[src/rtl/addsub_pkg.sv]
// Shared types and constants for the chunk-serial adder/subtractor.
package addsub_pkg;

  typedef enum logic [1:0] {
    IDLE = 2'd0,
    CALC = 2'd1,
    DONE = 2'd2
  } state_t;

  localparam logic OP_ADD = 1'b0;
  localparam logic OP_SUB = 1'b1;

endpackage

[src/rtl/chunk_adder.sv]
// CHUNK-bit ripple adder; also exposes the carry into the MSB for signed overflow.
module chunk_adder #(
  parameter int CHUNK = 4
) (
  input  logic [CHUNK-1:0] a,
  input  logic [CHUNK-1:0] b,
  input  logic             cin,
  output logic [CHUNK-1:0] sum,
  output logic             cout,
  output logic             cmsb
);

  always_comb begin
    logic [CHUNK:0] c;
    c    = '0;
    sum  = '0;
    c[0] = cin;
    for (int i = 0; i < CHUNK; i++) begin
      sum[i]  = a[i] ^ b[i] ^ c[i];
      c[i+1]  = (a[i] & b[i]) | (c[i] & (a[i] ^ b[i]));
    end
    cout = c[CHUNK];
    cmsb = c[CHUNK-1];
  end

endmodule

[src/rtl/seq_addsub.sv]
// Chunk-serial two's-complement add/sub with valid/ready handshakes on both sides.
// Define ADDSUB_SAT_EN to clamp signed-overflow results to the most positive/negative value.
module seq_addsub
  import addsub_pkg::*;
#(
  parameter int WIDTH = 16,
  parameter int CHUNK = 4
) (
  input  logic             clk,
  input  logic             rst_n,
  input  logic             in_valid,
  output logic             in_ready,
  input  logic [WIDTH-1:0] a,
  input  logic [WIDTH-1:0] b,
  input  logic             sub,
  output logic             out_valid,
  input  logic             out_ready,
  output logic [WIDTH-1:0] result,
  output logic             cbout,
  output logic             ovf,
  output logic             zero
);

  localparam int NCHUNK = WIDTH / CHUNK;
  localparam int IDX_W  = (NCHUNK > 1) ? $clog2(NCHUNK) : 1;

  state_t state, state_nxt;

  logic [WIDTH-1:0] op_a, op_b, acc, acc_nxt, final_res;
  logic [IDX_W-1:0] idx;
  logic             carry;
  logic             last;
  logic             ovf_w;
  int               base;

  logic [CHUNK-1:0] a_chunk, b_chunk, sum_chunk;
  logic             cout_chunk, cmsb_chunk;

`ifdef ADDSUB_SAT_EN
  // Overflow with no carry out of the MSB can only come from two positives.
  function automatic logic [WIDTH-1:0] saturate(input logic [WIDTH-1:0] val,
                                                input logic ovf_f,
                                                input logic cout_f);
    if (!ovf_f)
      return val;
    if (!cout_f)
      return {1'b0, {(WIDTH-1){1'b1}}};
    return {1'b1, {(WIDTH-1){1'b0}}};
  endfunction
`endif

  assign in_ready  = (state == IDLE);
  assign out_valid = (state == DONE);
  assign last      = (idx == IDX_W'(NCHUNK - 1));

  always_comb begin
    base    = int'(idx) * CHUNK;
    a_chunk = op_a[base +: CHUNK];
    b_chunk = op_b[base +: CHUNK];
    acc_nxt = acc;
    acc_nxt[base +: CHUNK] = sum_chunk;
  end

  chunk_adder #(.CHUNK(CHUNK)) u_chunk_adder (
    .a    (a_chunk),
    .b    (b_chunk),
    .cin  (carry),
    .sum  (sum_chunk),
    .cout (cout_chunk),
    .cmsb (cmsb_chunk)
  );

  assign ovf_w = cmsb_chunk ^ cout_chunk;

`ifdef ADDSUB_SAT_EN
  assign final_res = saturate(acc_nxt, ovf_w, cout_chunk);
`else
  assign final_res = acc_nxt;
`endif

  always_comb begin
    state_nxt = state;
    case (state)
      IDLE:    if (in_valid)  state_nxt = CALC;
      CALC:    if (last)      state_nxt = DONE;
      DONE:    if (out_ready) state_nxt = IDLE;
      default:                state_nxt = IDLE;
    endcase
  end

  // The partial sum lives in acc so result only changes at completion.
  always_ff @(posedge clk or negedge rst_n) begin
    if (!rst_n) begin
      state  <= IDLE;
      op_a   <= '0;
      op_b   <= '0;
      acc    <= '0;
      idx    <= '0;
      carry  <= 1'b0;
      result <= '0;
      cbout  <= 1'b0;
      ovf    <= 1'b0;
      zero   <= 1'b0;
    end else begin
      state <= state_nxt;
      case (state)
        IDLE: begin
          if (in_valid) begin
            op_a  <= a;
            op_b  <= (sub == OP_SUB) ? ~b : b;
            carry <= sub;
            idx   <= '0;
          end
        end
        CALC: begin
          acc   <= acc_nxt;
          carry <= cout_chunk;
          idx   <= idx + 1'b1;
          if (last) begin
            result <= final_res;
            cbout  <= cout_chunk;
            ovf    <= ovf_w;
            zero   <= (final_res == '0);
          end
        end
        default: ;
      endcase
    end
  end

endmodule
[config.mk]
export PLATFORM = sky130hd
export DESIGN_NAME = seq_addsub
export DESIGN_NICKNAME = d
export VERILOG_FILES = /design/src/rtl/addsub_pkg.sv /design/src/rtl/chunk_adder.sv /design/src/rtl/seq_addsub.sv
export SDC_FILE = /design/constraint.sdc
export NUM_CORES = 1
export LEC_CHECK = 0
export CAP_MARGIN = 20
export CORE_ASPECT_RATIO = 0.75
export CORE_MARGIN = 2
export CORE_UTILIZATION = 40
export DETAILED_ROUTE_END_ITERATION = 6
export PLACE_DENSITY = 0.59
export RECOVER_POWER = 100
export SLEW_MARGIN = 20
export SYNTH_ARGS = -nofsm -noshare
export SYNTH_HDL_FRONTEND = slang
export SYNTH_SLANG_ARGS = --single-unit
[constraint.sdc]
create_clock -name clk -period 4.8 [get_ports clk]
set_input_delay 0.96 -clock clk [delete_from_list [all_inputs] [get_ports clk]]
set_output_delay 0.96 -clock clk [all_outputs]
set_load 0.02 [all_outputs]
# Word level (Yosys, flattened, before mapping)
# Index checks and enable logic that the tools add are counted.
# op_classes
n_eq_ne,6
bitwise_logic,22
reduce_logical,7
mux,10
n_div,0
mul,0
n_addsub,2
order_cmp,0
shift,4
# op_table
op,n
negator 4 -> 33 bit,1
variable shift 4 x 33 -> 16 bit (first input constant),1
variable part select 4 x 33 -> 16 bit,1
variable part select 16 x 5 -> 4 bit,2
bitwise mux 16 bit,1
logical NOT 16 bit,1
2-to-1 mux 16 bit,1
inverter 16 bit,1
XOR 1 bit,9
AND 1 bit,8
2-to-1 mux 2 bit,4
case mux 2 bit (3 select lines),1
AND reduction 2 bit,3
== test 2 bit (second input constant),2
inequality test 2 bit (second input constant),2
OR 1 bit,4
case mux 2 bit (2 select lines),1
AND reduction 3 bit,1
adder 2 x 1 -> 2 bit (second input constant),1
== test 2 x 1 -> 1 bit (second input constant),1
logical NOT 2 bit,1
inequality test 2 x 1 -> 1 bit (second input constant),1
case mux 1 bit (2 select lines),1
nonzero test 2 bit,1
2-to-1 mux 1 bit,1
# word_totals
romBits,0
memories,0
ramBits,0
reg_bits,72
out_inout_bits,21
latch_bits,0

# Longest topological paths before layout
# logic_depth
depth_word,12
ltp_mapped,14
mapped_depth_nobuf,12

# Hierarchy
# A second synthesis with hierarchy kept.
# hier_totals
hier_cells,358
hier_area_um2,3544.6
# by_module_without_submodules
mod,cells_per_inst,seq_area_each_um2,area_per_inst_um2,n_inst
seq_addsub,346,1801.7,3434.5,1
chunk_adder,12,0.0,110.1,1

# Least setup slack after synthesis
# OpenSTA, ideal clock, no wires.
# synth_path
path_kind,flip-flop to flip-flop
start,register idx[0]
end,register zero
path_buffers,2
arrival_time_ps,3480
synth_period_minus_slack_ps,3601
setup_slack_ps,1199
required_ps,4679
stages_incl_launch_ff,15
setup_time_ps,121
cell_sequence,dfrtp_1 -> buf_4 -> buf_4 -> mux4_2 -> inv_1 -> fa_1 -> inv_1 -> fa_1 -> inv_1 -> fa_1 -> fa_1 -> and2_1 -> a2111oi_2 -> a2111oi_2 -> a32o_2
# synth_via
elab_chain_len,12
word_cells_on_any_way,26
# synth_lines
item,line_no,source
start: declaration,seq_addsub.sv:30,logic [IDX_W-1:0] idx;
start signal: assignment,seq_addsub.sv:118,idx <= idx + 1'b1;
variable part select 16 x 5 -> 4 bit (on tied branches),"seq_addsub.sv:58, seq_addsub.sv:59",
XOR 1 bit,"chunk_adder.sv:19, chunk_adder.sv:20",
AND 1 bit,chunk_adder.sv:20,c[i+1] = (a[i] & b[i]) | (c[i] & (a[i] ^ b[i]));
OR 1 bit,chunk_adder.sv:20,
AND 1 bit,chunk_adder.sv:20,
OR 1 bit,chunk_adder.sv:20,
AND 1 bit,chunk_adder.sv:20,
OR 1 bit,chunk_adder.sv:20,
XOR 1 bit,chunk_adder.sv:19,sum[i] = a[i] ^ b[i] ^ c[i];
variable part select 4 x 33 -> 16 bit,seq_addsub.sv:61,acc_nxt[base +: CHUNK] = sum_chunk;
bitwise mux 16 bit,seq_addsub.sv:61,
logical NOT 16 bit,seq_addsub.sv:123,zero <= (final_res == '0);
end signal: assignment,seq_addsub.sv:123,
end: declaration,seq_addsub.sv:21,output logic zero
# Parallel ways exist; a longest one is shown, timed or not.
# A chain may end at the register's enable or synchronous reset.

# Worst setup path in the final report
# Ends and elaborated chain as after synthesis.

==> results.md <==
* Synth top cells by count: nand2_1, dfrtp_1, o21ai_0
* Count of input and output buffers at 57
* Reg-to-Reg End: zero
* Relative slew margins at -0.0986
* Hold Fails Final Rpt at 0
* Layout cells sized above 1 at 0.0748
* Final Max Tran Viols at 32
* Net Sw Power at 1540 uW
* Mapped Avg Cell Area at 9.41 um^2
* CTS resizes at 0
* PnR worst setup slack at 0.991 ns
* Max IR drop VDD at roughly 0.27 mV
* H-tree Lvls at 3
* Fin crit share at 0.794
* Count leader, synth: nand2_1
* Arr. time, crit path at ~4 ns
* Drt first pass iters at 4
* Core area at roughly 9000 um^2
* N_diodes at 0
* Synth area leader: dfrtp_1
* FP Rows at 30
* Seq/Total Area, Yosys at 0.494
* Total Die Area at 9910 um^2
* Flip-flop and latch count after synthesis at 72
* Sink Count at 72
* Combinational power share at 0.490
* Area Overhead vs Synth at 26.9%
* Hold Crit Class: reg -> reg
* Routed Wire Length at 8.27 mm
* Initial antenna violation count at 0
* Global-route wire length before repair at ~14 mm
* Top delay family on crit path: adder cells
* 1st-iter DRT viols at roughly 210
* Starting Density at 0.407
* Placer Congestion at 0.852
* # Max-Cap Violations at 1
* Total number of vias at 2,776
* Worst-path clk slew at roughly 0.060 ns
* Sequential Power Share at 0.286
* Setup tns final at 0 ns
* Setup Skew at 0.00727 ns
* Least-Margin Pin Slew at 1.65 ns
* Mapped Nets at 435
* Crit path buf inv count at 4
* Crit path required time at 5.02 ns
* Pleak at 0.00208 uW
* WL per Instance at between 10 and 15 um
* Crit path time final at 3.81 ns
* Synthesized area at 3650 um^2
* Reg2reg setup slack at slightly below 1 ns
* Failing checks: capacitance limit, slew limit
* Largest cells by area after synthesis: dfrtp_1, nand2_1, o21ai_0
* Critical path class: reg -> reg
* Mapped Cells at 388
* Via-to-Cell Ratio at approximately 5
* # setup viols final at 0
* Power Density at 792 nW/um^2
* Place WS at approximately 1.0 ns
* Power Total at 3670 uW
* CTS buffer count at 9
* Max clock buf depth at 2
* Crit. End Element: register
* Nets at 483
* Worst setup SP type: register
* R2R depth at 13
* Share of the synthesized area in the top cell type at 0.494
* Ys Warns at 0
* Clk network pwr share at 0.224
* Clock root cell: clkbuf_16
* Worst Hold Depth at 2
* Worst-Skew Late Latency at ~0.34 ns
* FFs w/ async S/R, synth at 1.00
* Switching part of the total at 0.419
* Post-synth top flop: dfrtp_1
* GRT Util Overall at 0.189
* Largest net degree at the start of global routing at 43
* Int Power at 2130 uW
* Hold Buf Count CTS at 0
* ANT nets after route at 0
* Worst-path maximum fanout at 18
* TritonCTS clock tree: yes
* Post-synth EDFFs at 0
* Io pins at between 50 and 60
* CP max stage delay at 0.52 ns
* Library cells used by synthesis at 35
* Cell Chain, Critical Path: buf_4, mux4_2, inv_1, fa_1, inv_1, fa_1, inv_1, fa_1, fa_1, and2_0, a2111oi_2, a2111oi_2, a32o_2
* Outcome: finished with violations
* Grt ovf at 0
* RSZ-0062 raised after global routing: no
* Die X at 114 um
* Vias in the first global route at 2,774
* Fmax at roughly 0.26 GHz
* Cell at the slowest stage of the critical path: mux4_2
* Most used cell, CP: fa_1
* # fillers at 848
* Setup Fix Bufs, Post-CTS at 0
* Launching point of the worst reg2reg path: idx[0]
* Hold endpoint: result[3]
* DRC at 0
* Die height at a little under 90 um
* Dpl hpwl at between 6 and 7 mm
* Hold wc startpoint: result[3]
[flip-flops by register name (all words and copies together) (netlist names)]
register and count:
result 16, idx 2, zero 1, state 2
ovf 1, cbout 1, acc 16, op_b 16
carry 1, op_a 16
[worst max-delay path by stage]
stage,cells past startpoint,end,start,slack (ns)
global placement,13,zero,idx[0],1.10
detailed placement,13,zero,idx[0],1.01
CTS,13,zero,idx[0],1.00
finish,13,zero,idx[0],0.99
global route,13,zero,idx[0],0.76
floorplan,14,zero,idx[0],1.20
[layer usage]
layer	share of wire	global-route usage	vias to the layer above
met5	0	0	-
met2	0.41	0.270	68
met4	0.013	0.0565	0
met3	0.064	0.0524	9
met1	0.51	0.281	1305
li1	-	-	1394
[cells in the final DEF (no fill, tap or decap), drive strengths merged]
cell type,Yosys,routed
dlygate4sd3,0,23
nor2b,16,16
dfrtp,72,72
and2,3,3
clkinv,0,2
o31ai,5,5
nor3b,1,1
buf,13,3
a2111oi,2,2
nor4,5,5
nand3,1,1
nand4bb,1,1
a221oi,1,1
clkbuf,11,11
nand2,116,116
inv,13,14
o21ai,49,49
nor4b,1,1
a31oi,12,12
ha,6,6
o22ai,1,1
nor2,12,12
o21bai,1,1
xnor2,17,17
bufinv,0,4
a21oi,5,5
nand2b,6,6
clkdlybuf4s50,0,33
fa,4,4
nor3,3,3
mux4,8,8
mux2i,1,1
a32o,2,2
[area by class of cell]
type / count / area, um^2 / area share
multi-input combinational: 279 / 1680 / 0.363
tap: 112 / 140 / 0.0303
clock buffer: 9 / 225 / 0.0486
clock inverter: 7 / 143 / 0.0308
inverter: 13 / 48.8 / 0.0105
timing repair buffer: 61 / 591 / 0.127
sequential: 72 / 1800 / 0.389
[through the flow]
| stage | instance area (um^2) | cells | hold slack [ns] | utilization |
|---|---|---|---|---|
| finish | 4630 | 553 | 0.471 | 0.516 |
| global route | 4630 | 553 | 0.500 | 0.516 |
| CTS | 4640 | 553 | 0.478 | 0.517 |
| detailed placement | 4270 | 537 | 0.463 | 0.476 |
| global placement | 4270 | 537 | 0.461 | 0.476 |
| floorplan | 3650 | 388 | 0.440 | - |
[logic make-up after synthesis]
logic type | after synthesis | share of synthesized area
AOI/OAI and AO/OA | 78 | 0.125
xor gates and xnor gates | 17 | 0.0408
buffers and inverters | 37 | 0.0453
adders and majority gates | 10 | 0.0425
and+or+nand+nor | 165 | 0.201
muxes | 9 | 0.0521
DFF | 72 | 0.494
[worst min-delay path, stage by stage, from the launching register on]
cell and delay (ns):
dfrtp_1 0.33, nand2_1 0.04, o21ai_0 0.06
[power by group through the flow]
stage	clock, uW	sequential, uW	combinational, uW
6_report	823	1050	1800
4_1_cts	832	1060	1840
5_1_grt	865	1090	2010
2_1_floorplan	0	1060	1260
3_3_place_gp	0	1060	1800
3_5_place_dp	0	1060	1840
Note: power is estimated with default switching activity, not from simulation.
